## src/rtl/mux_seq_pkg.sv

```systemverilog
`timescale 1ns/1ps
// Shared types and select-order helpers for the bit-mux sequencer.
// Latency: n/a (types and constant functions only).
// Backpressure: n/a.
package mux_seq_pkg;

    // Sequencer state: IDLE waits for a word, SHIFT walks the select across it.
    typedef enum logic {
        IDLE  = 1'b0,
        SHIFT = 1'b1
    } state_t;

    // Select index of the first bit of a word.
    function automatic int sel_start(input int width, input bit msb_first);
        return msb_first ? (width - 1) : 0;
    endfunction

    // Select index of the last bit of a word.
    function automatic int sel_end(input int width, input bit msb_first);
        return msb_first ? 0 : (width - 1);
    endfunction

endpackage

```

## src/rtl/mux_sel_sequencer_bit_period_counter.sv

```systemverilog
`timescale 1ns/1ps
// Bit-period counter: paces how long each bit stays on the mux (DIV clocks minimum).
// Latency: adv_o is combinational once the count has reached DIV-1.
// Backpressure: count saturates at DIV-1 while out_ready_i is low; adv_o fires on its return.
//
// Ports: clk/rst_n clock and async active-low reset; en_i counts while high (SHIFT);
//        clr_i restarts the period (new word); out_ready_i downstream ready;
//        adv_o bit advance strobe.
module bit_period_counter #(
    parameter int DIV = 1
) (
    input  logic clk,
    input  logic rst_n,
    input  logic en_i,
    input  logic clr_i,
    input  logic out_ready_i,
    output logic adv_o
);

    localparam int                CNT_W   = (DIV > 1) ? $clog2(DIV) : 1;
    localparam logic [CNT_W-1:0]  CNT_MAX = CNT_W'(DIV - 1);

    logic [CNT_W-1:0] cnt_q, cnt_d;
    logic             at_max;

    assign at_max = (cnt_q == CNT_MAX);
    assign adv_o  = en_i && at_max && out_ready_i;

    always_comb begin
        cnt_d = cnt_q;
        if (clr_i || !en_i || adv_o) begin
            cnt_d = '0;
        end else if (!at_max) begin
            cnt_d = cnt_q + CNT_W'(1);
        end
    end

    always_ff @(posedge clk or negedge rst_n) begin
        if (!rst_n) begin
            cnt_q <= '0;
        end else begin
            cnt_q <= cnt_d;
        end
    end

endmodule

```

## src/rtl/mux_sel_sequencer.sv

```systemverilog
`timescale 1ns/1ps
// Word-to-bit sequencer: holds a word on the mux inputs and steps the select across it.
// Latency: first bit valid one clock after word accept; back-to-back words have no bubble.
// Backpressure: out_ready low freezes mux_s/mux_i; in_ready only on IDLE or last-bit advance.
//
// Ports: clk/rst_n clock and async active-low reset;
//        in_data/in_valid/in_ready word input handshake;
//        mux_i/mux_s mux data and select; bit_valid/bit_first/bit_last bit framing;
//        out_ready downstream bit accept; busy word in flight.
module mux_sel_sequencer
    import mux_seq_pkg::*;
#(
    parameter int WIDTH     = 8,
    parameter int SEL_W     = 3,
    parameter bit MSB_FIRST = 1'b0,
    parameter int DIV       = 1
) (
    input  logic             clk,
    input  logic             rst_n,
    input  logic [WIDTH-1:0] in_data,
    input  logic             in_valid,
    output logic             in_ready,
    output logic [WIDTH-1:0] mux_i,
    output logic [SEL_W-1:0] mux_s,
    output logic             bit_valid,
    output logic             bit_first,
    output logic             bit_last,
    input  logic             out_ready,
    output logic             busy
);

    localparam logic [SEL_W-1:0] SEL_START = SEL_W'(sel_start(WIDTH, MSB_FIRST));
    localparam logic [SEL_W-1:0] SEL_END   = SEL_W'(sel_end(WIDTH, MSB_FIRST));

    state_t           state_q, state_d;
    logic [WIDTH-1:0] word_q, word_d;
    logic [SEL_W-1:0] sel_q, sel_d;

    logic in_shift;
    logic adv;
    logic adv_last;
    logic accept;

    assign in_shift = (state_q == SHIFT);
    assign bit_last = in_shift && (sel_q == SEL_END);
    assign adv_last = adv && bit_last;
    // Ready on the last-bit advance lets the next word follow with no idle clock.
    assign in_ready = !in_shift || adv_last;
    assign accept   = in_valid && in_ready;

    bit_period_counter #(
        .DIV (DIV)
    ) u_bit_period_counter (
        .clk         (clk),
        .rst_n       (rst_n),
        .en_i        (in_shift),
        .clr_i       (accept),
        .out_ready_i (out_ready),
        .adv_o       (adv)
    );

    always_comb begin
        state_d = state_q;
        word_d  = word_q;
        sel_d   = sel_q;
        if (accept) begin
            word_d  = in_data;
            sel_d   = SEL_START;
            state_d = SHIFT;
        end else if (adv_last) begin
            // Park the select at the start index so idle looks like reset.
            sel_d   = SEL_START;
            state_d = IDLE;
        end else if (adv) begin
            sel_d = MSB_FIRST ? (sel_q - SEL_W'(1)) : (sel_q + SEL_W'(1));
        end
    end

    always_ff @(posedge clk or negedge rst_n) begin
        if (!rst_n) begin
            state_q <= IDLE;
            word_q  <= '0;
            sel_q   <= SEL_START;
        end else begin
            state_q <= state_d;
            word_q  <= word_d;
            sel_q   <= sel_d;
        end
    end

    assign mux_i     = word_q;
    assign mux_s     = sel_q;
    assign bit_valid = in_shift;
    assign bit_first = in_shift && (sel_q == SEL_START);
    assign busy      = in_shift;

endmodule

```

## config.mk

```make
export PLATFORM = sky130hd
export DESIGN_NAME = mux_sel_sequencer
export DESIGN_NICKNAME = d
export VERILOG_FILES = /design/src/rtl/mux_seq_pkg.sv /design/src/rtl/mux_sel_sequencer_bit_period_counter.sv /design/src/rtl/mux_sel_sequencer.sv
export SDC_FILE = /design/constraint.sdc
export NUM_CORES = 1
export LEC_CHECK = 0
export CAP_MARGIN = 20
export CORE_AREA = 2 2 42 44
export CTS_CLUSTER_DIAMETER = 30
export CTS_CLUSTER_SIZE = 24
export DETAILED_ROUTE_END_ITERATION = 16
export DIE_AREA = 0 0 44 46
export PLACE_DENSITY = 0.87
export SLEW_MARGIN = 20
export SYNTH_ARGS = -nofsm -noshare
export SYNTH_HDL_FRONTEND = slang
export SYNTH_SLANG_ARGS = --single-unit
```

## constraint.sdc

```tcl
create_clock -name clk -period 3.25 [get_ports clk]
set_clock_uncertainty 0.1 [all_clocks]
set_input_delay 0.325 -clock clk [delete_from_list [all_inputs] [get_ports clk]]
set_output_delay 0.325 -clock clk [all_outputs]
set_load 0.01 [all_outputs]
```

Word-level counts from Yosys, hierarchy flattened. Cells that the tools add are included. Widths: inputs -> output; s select.

$add $sub $neg: 2. Eq/ne operators: 1. Muxes and demuxes: 7. Bitwise gates (word level): 1. Reductions and logical operators: 13.

Operators by type and width (count): $mux 3 (3); $logic_and 1x1->1 (6); $mux 1 (4); $add 3x1->3 const B (1); $eq 3x3->1 const B (1); $logic_not 3->1 (1); $logic_or 1x1->1 (3); $reduce_bool 3->1 (1); $reduce_bool 2->1 (1); $add 1x1->1 const B (1); $logic_not 1->1 (1); $not 1->1 (1).

Register bits after elaboration: 13. Bits of input ports: 12. Output and inout bits: 16. Word-level logic and storage cells: 28.

Longest topological paths before layout.
Depth after elaboration: 9. Gate-level depth with buffers: 5. Depth with buffers taken out: 5.

By module. Synthesis repeated with hierarchy kept, for this count alone.

Cells, all modules: 64. Area, all modules: 710.7 um^2.

Modules (own cells, without submodules): mux_sel_sequencer (times used 1, cells an instance 63, area each 704.4 um^2, sequential area each 300.3 um^2); bit_period_counter (times used 1, cells an instance 1, area each 6.3 um^2, sequential area each 0.0 um^2).

Worst setup path after synthesis. Ideal clock, no wire load.

Kind: register -> register. From: register sel_q[0] (netlist: mux_s[0]). To: register word_q[0] (netlist: mux_i[0]). Library setup time: 0.125 ns. Arrival time: 1.506 ns. Required time: 3.025 ns. Slack: 1.519 ns. Cell stages (with the launch flop): 6. Path buffers: 0. Period minus slack after synthesis: 1.731 ns. Cells stage by stage: dfrtp_1 ha_1 ha_1 a21bo_4 nand2_8 mux2_4.

Word-level cells in the longest chain between the ends: 5.

Ends and longest elaborated chain: start, declared (RTL line mux_sel_sequencer.sv:37) `logic [SEL_W-1:0] sel_q, sel_d;`; start signal, assigned (RTL line mux_sel_sequencer.sv:87) `sel_q <= sel_d;`; $eq 3x3->1 (RTL line mux_sel_sequencer.sv:45) `assign bit_last = in_shift && (sel_q == SEL_END);`; $logic_and 1x1->1 (RTL line mux_sel_sequencer.sv:45); $logic_and 1x1->1 (RTL line mux_sel_sequencer.sv:46) `assign adv_last = adv && bit_last;`; $logic_or 1x1->1 (RTL line mux_sel_sequencer.sv:48) `assign in_ready = !in_shift || adv_last;`; named net in_ready (RTL line mux_sel_sequencer.sv:22) `output logic in_ready,`; $logic_and 1x1->1 (RTL line mux_sel_sequencer.sv:49) `assign accept = in_valid && in_ready;`; end signal, assigned (RTL line mux_sel_sequencer.sv:86) `word_q <= word_d;`; end, declared (RTL line mux_sel_sequencer.sv:36) `logic [WIDTH-1:0] word_q, word_d;`.

The timed path passes the listed nets, and every way through them passes these cells. A chain may end at the register's enable or synchronous reset.

Worst setup path after layout.
From: register sel_q[0] (netlist: mux_s[0]). To: output in_ready.

Word-level cells in the longest chain between the ends: 4.

Ends and longest elaborated chain (RTL line): $eq 3x3->1 (mux_sel_sequencer.sv:45); $logic_and 1x1->1 (mux_sel_sequencer.sv:45); $logic_and 1x1->1 (mux_sel_sequencer.sv:46); $logic_or 1x1->1 (mux_sel_sequencer.sv:48); end, declared (mux_sel_sequencer.sv:22).

Every way passes these cells.

==> reports/qor.csv <==
stage,metric,value,unit
run_status,outcome,finished clean,
routing,viasPerCell,4.93,
synthesis,synthesis.area,623,µm²
power_and_ir_drop,vdd_ir_drop_max,0.421,mV
critical_path,cpPeakStageDelay,0.48,ns
synthesis,synth_flop_cell,dfrtp_1,
global_route,grt-ovfl-total,0,
final_layout,drive_gt1_share,20.5,%
clock_tree,clock-root-buffer,clkbuf_4,
sta,hold_violations,0,
floorplanning,die_width,44,µm
final_layout,fin_nets,90,
routing,drc,0,
synthesis,synth_enable_flop_cells,0,
critical_path,critPathSlowestCell,clkdlybuf4s50_1,
clock_tree,cts_buffers,3,
critical_path,crit_required,2.82,ns
critical_path,crit_arrival,1.85,ns
floorplanning,ioPinCount,28,
power_and_ir_drop,power_leakage,0.427,nW
sta,worst_pin_slew,0.510,ns
floorplanning,die_area,2020,µm²
critical_path,start_kind,flip-flop,
synthesis,synth-compound-area-share,6.63,%
min_path,hold_path.class,input pin to asynchronous set/reset pin,
final_layout,diodes,0,
floorplanning,num_rows,15,
clock_tree,clock_sinks,12,
global_route,antenna_found_initial,0,
clock_tree,ctsResizeCount,0,
sta,fin_setup_tns,0,ns
place,port-buffer-count,27,
floorplanning,die_y,46,µm
synthesis,synthTopCellsByArea,"dfrtp_1, mux2_4, ha_1, nand3b_1, nand2_8",
routing,routed_wl,1100,µm
sta,slew-limit-headroom,65.9,%
synthesis,synth_cells,45,
critical_path,critPathKind,flip-flop to output pin,
critical_path,crit_top_cell,ha_1,
place,gp_congestion,0.814,
final_layout,fin_cells,90,
global_route,grt_max_degree,13,
clock_tree,clkLatencyLatePin,0.26,ns
power_and_ir_drop,power_density,787,nW/µm²
critical_path,end_kind,output pin,
clock_tree,post_cts_buffers,0,
critical_path,crit_family,buffers and inverters,
place,dp.cells,87,
sta,setup_viol,0,
routing,drt-initial-drc-count,1,
clock_tree,cts_hold_buffers,0,
synthesis,synth_seq_area_share,48.2,%
clock_tree,clock_path_buffers,2,
clock_tree,htree_levels,1,
synthesis,synth_top_family_by_area,multiplexers,
synthesis,synth_area_leader_cell,dfrtp_1,
place,dpl.hpwl,866,µm
synthesis,synth-simple-area-share,13.5,%
critical_path,crit_path_max_fanout,5,
sta,fin_crit,2.28,ns
routing,drt_first_pass_iters,4,
floorplanning,initial_core_util,38.6,%
synthesis,synthesis.nets,60,
synthesis,avgSynthCellArea,13.8,µm²
synthesis,async_reset_ff_share,100,%
synthesis,synth_top_area_share,48.2,%
routing,via_count,444,
global_route,grt_pass1_vias,426,
synthesis,synth_commonest_cells,"dfrtp_1, mux2_4",
clock_tree,clk_pin_slew_worst_paths,0.06,ns
synthesis,synth_mux_area_share,20.9,%
sta,timing.fmax,439,MHz
sta,slew_violations,0,
critical_path,critPathBufInv,1,
synthesis,synthMostInstantiatedCell,dfrtp_1,
flow_run,drv_cap,0,
routing,ant_nets,0,
global_route,grt_pass1_wl,1760,µm
synthesis,synth-seq-cells,12,
synthesis,yosysWarnings,0,
clock_tree,cts_tree,done,
floorplanning,fp.coreArea,1610,µm²
sta,rsz0062_at_grt,no,
routing,wl_per_cell,12.2,µm
global_route,grt_usage,12.2,%
critical_path,crit_chain,"ha_1, ha_1, a21bo_4, clkdlybuf4s50_1",
synthesis,synth_cell_types,19,
synthesis,synth_fa_ha_area_share,6.02,%
sta,finalCritPeriodShare,70.0,%
final_layout,area_growth,47.4,%
synthesis,synthXorXnorAreaFrac,0,%
==> report_power, final <==
| group | internal [W] | total [W] | switching, W | leakage, nW |
|---|---|---|---|---|
| clock | 0.0000427 | 0.0000828 | 0.0000401 | 0.0138 |
| sequential | 0.000217 | 0.000267 | 0.0000502 | 0.143 |
| combinational | 0.000249 | 0.000373 | 0.000124 | 0.270 |
| total | 0.000508 | 0.000722 | 0.000215 | 0.427 |
==> layout make-up <==
type | instances | area (µm²)
clock buffers | 3 | 22.5
fillers | 139 | 696
inverters | 3 | 11.3
multi-input cells | 28 | 293
flip-flops and latches | 12 | 300
well taps | 17 | 21.3
repair buffers | 27 | 270
==> cells in the final DEF, fill, tap and decap left out, types with 3 or more instances in the layout <==
| cell | n |
|---|---|
| ha_1 | 3 |
| inv_1 | 3 |
| dfrtp_1 | 12 |
| nand2_1 | 3 |
| clkdlybuf4s50_1 | 27 |
| clkbuf_4 | 3 |
| nand3b_1 | 3 |
| mux2_4 | 8 |
==> layer usage <==
layer	global-route usage, %	vias up	wire (µm)
met2	19.1	21	524
met5	0	-	0
li1	-	216	-
met1	15.0	207	483
met4	6.67	0	0
met3	3.57	0	92
==> cell families after synthesis <==
kind of cell | Yosys count
AOI/OAI and AO/OA | 5
and+or+nand+nor | 11
adders and majority gates | 3
buffers and inverters | 5
muxes | 9
DFF | 12
==> worst paths after layout <==
path,start,end,slack [ns],cells past startpoint
min in group clk,mux_i[1],mux_i[1],0.41,1
max in group asynchronous,rst_n,mux_i[6],2.40,1
min,rst_n,bit_valid,0.31,1
max,mux_s[0],in_ready,0.97,4
min reg2reg,mux_i[1],mux_i[1],0.41,1
max reg2reg,mux_s[0],mux_i[2],1.49,5
==> registers in the layout, indices dropped and copies added (netlist names) <==
signal / cells
bit_valid: 1
mux_i: 8
mux_s: 3
==> metrics by stage <==
stage          power, W  cell area, µm²  util [%]  hold WS [ns]  worst slack (ns)
2_1_floorplan  0.000449             623         -       -0.0706              1.52
3_3_place_gp   0.000637             896      55.5         0.395              1.17
3_5_place_dp   0.000646             896      55.5         0.397              1.15
4_1_cts        0.000737             918      56.9         0.317             0.952
5_1_grt        0.000771             918      56.9         0.354             0.913
6_report       0.000722             918      56.9         0.306             0.974
Note: power is estimated with default switching activity, not from simulation.
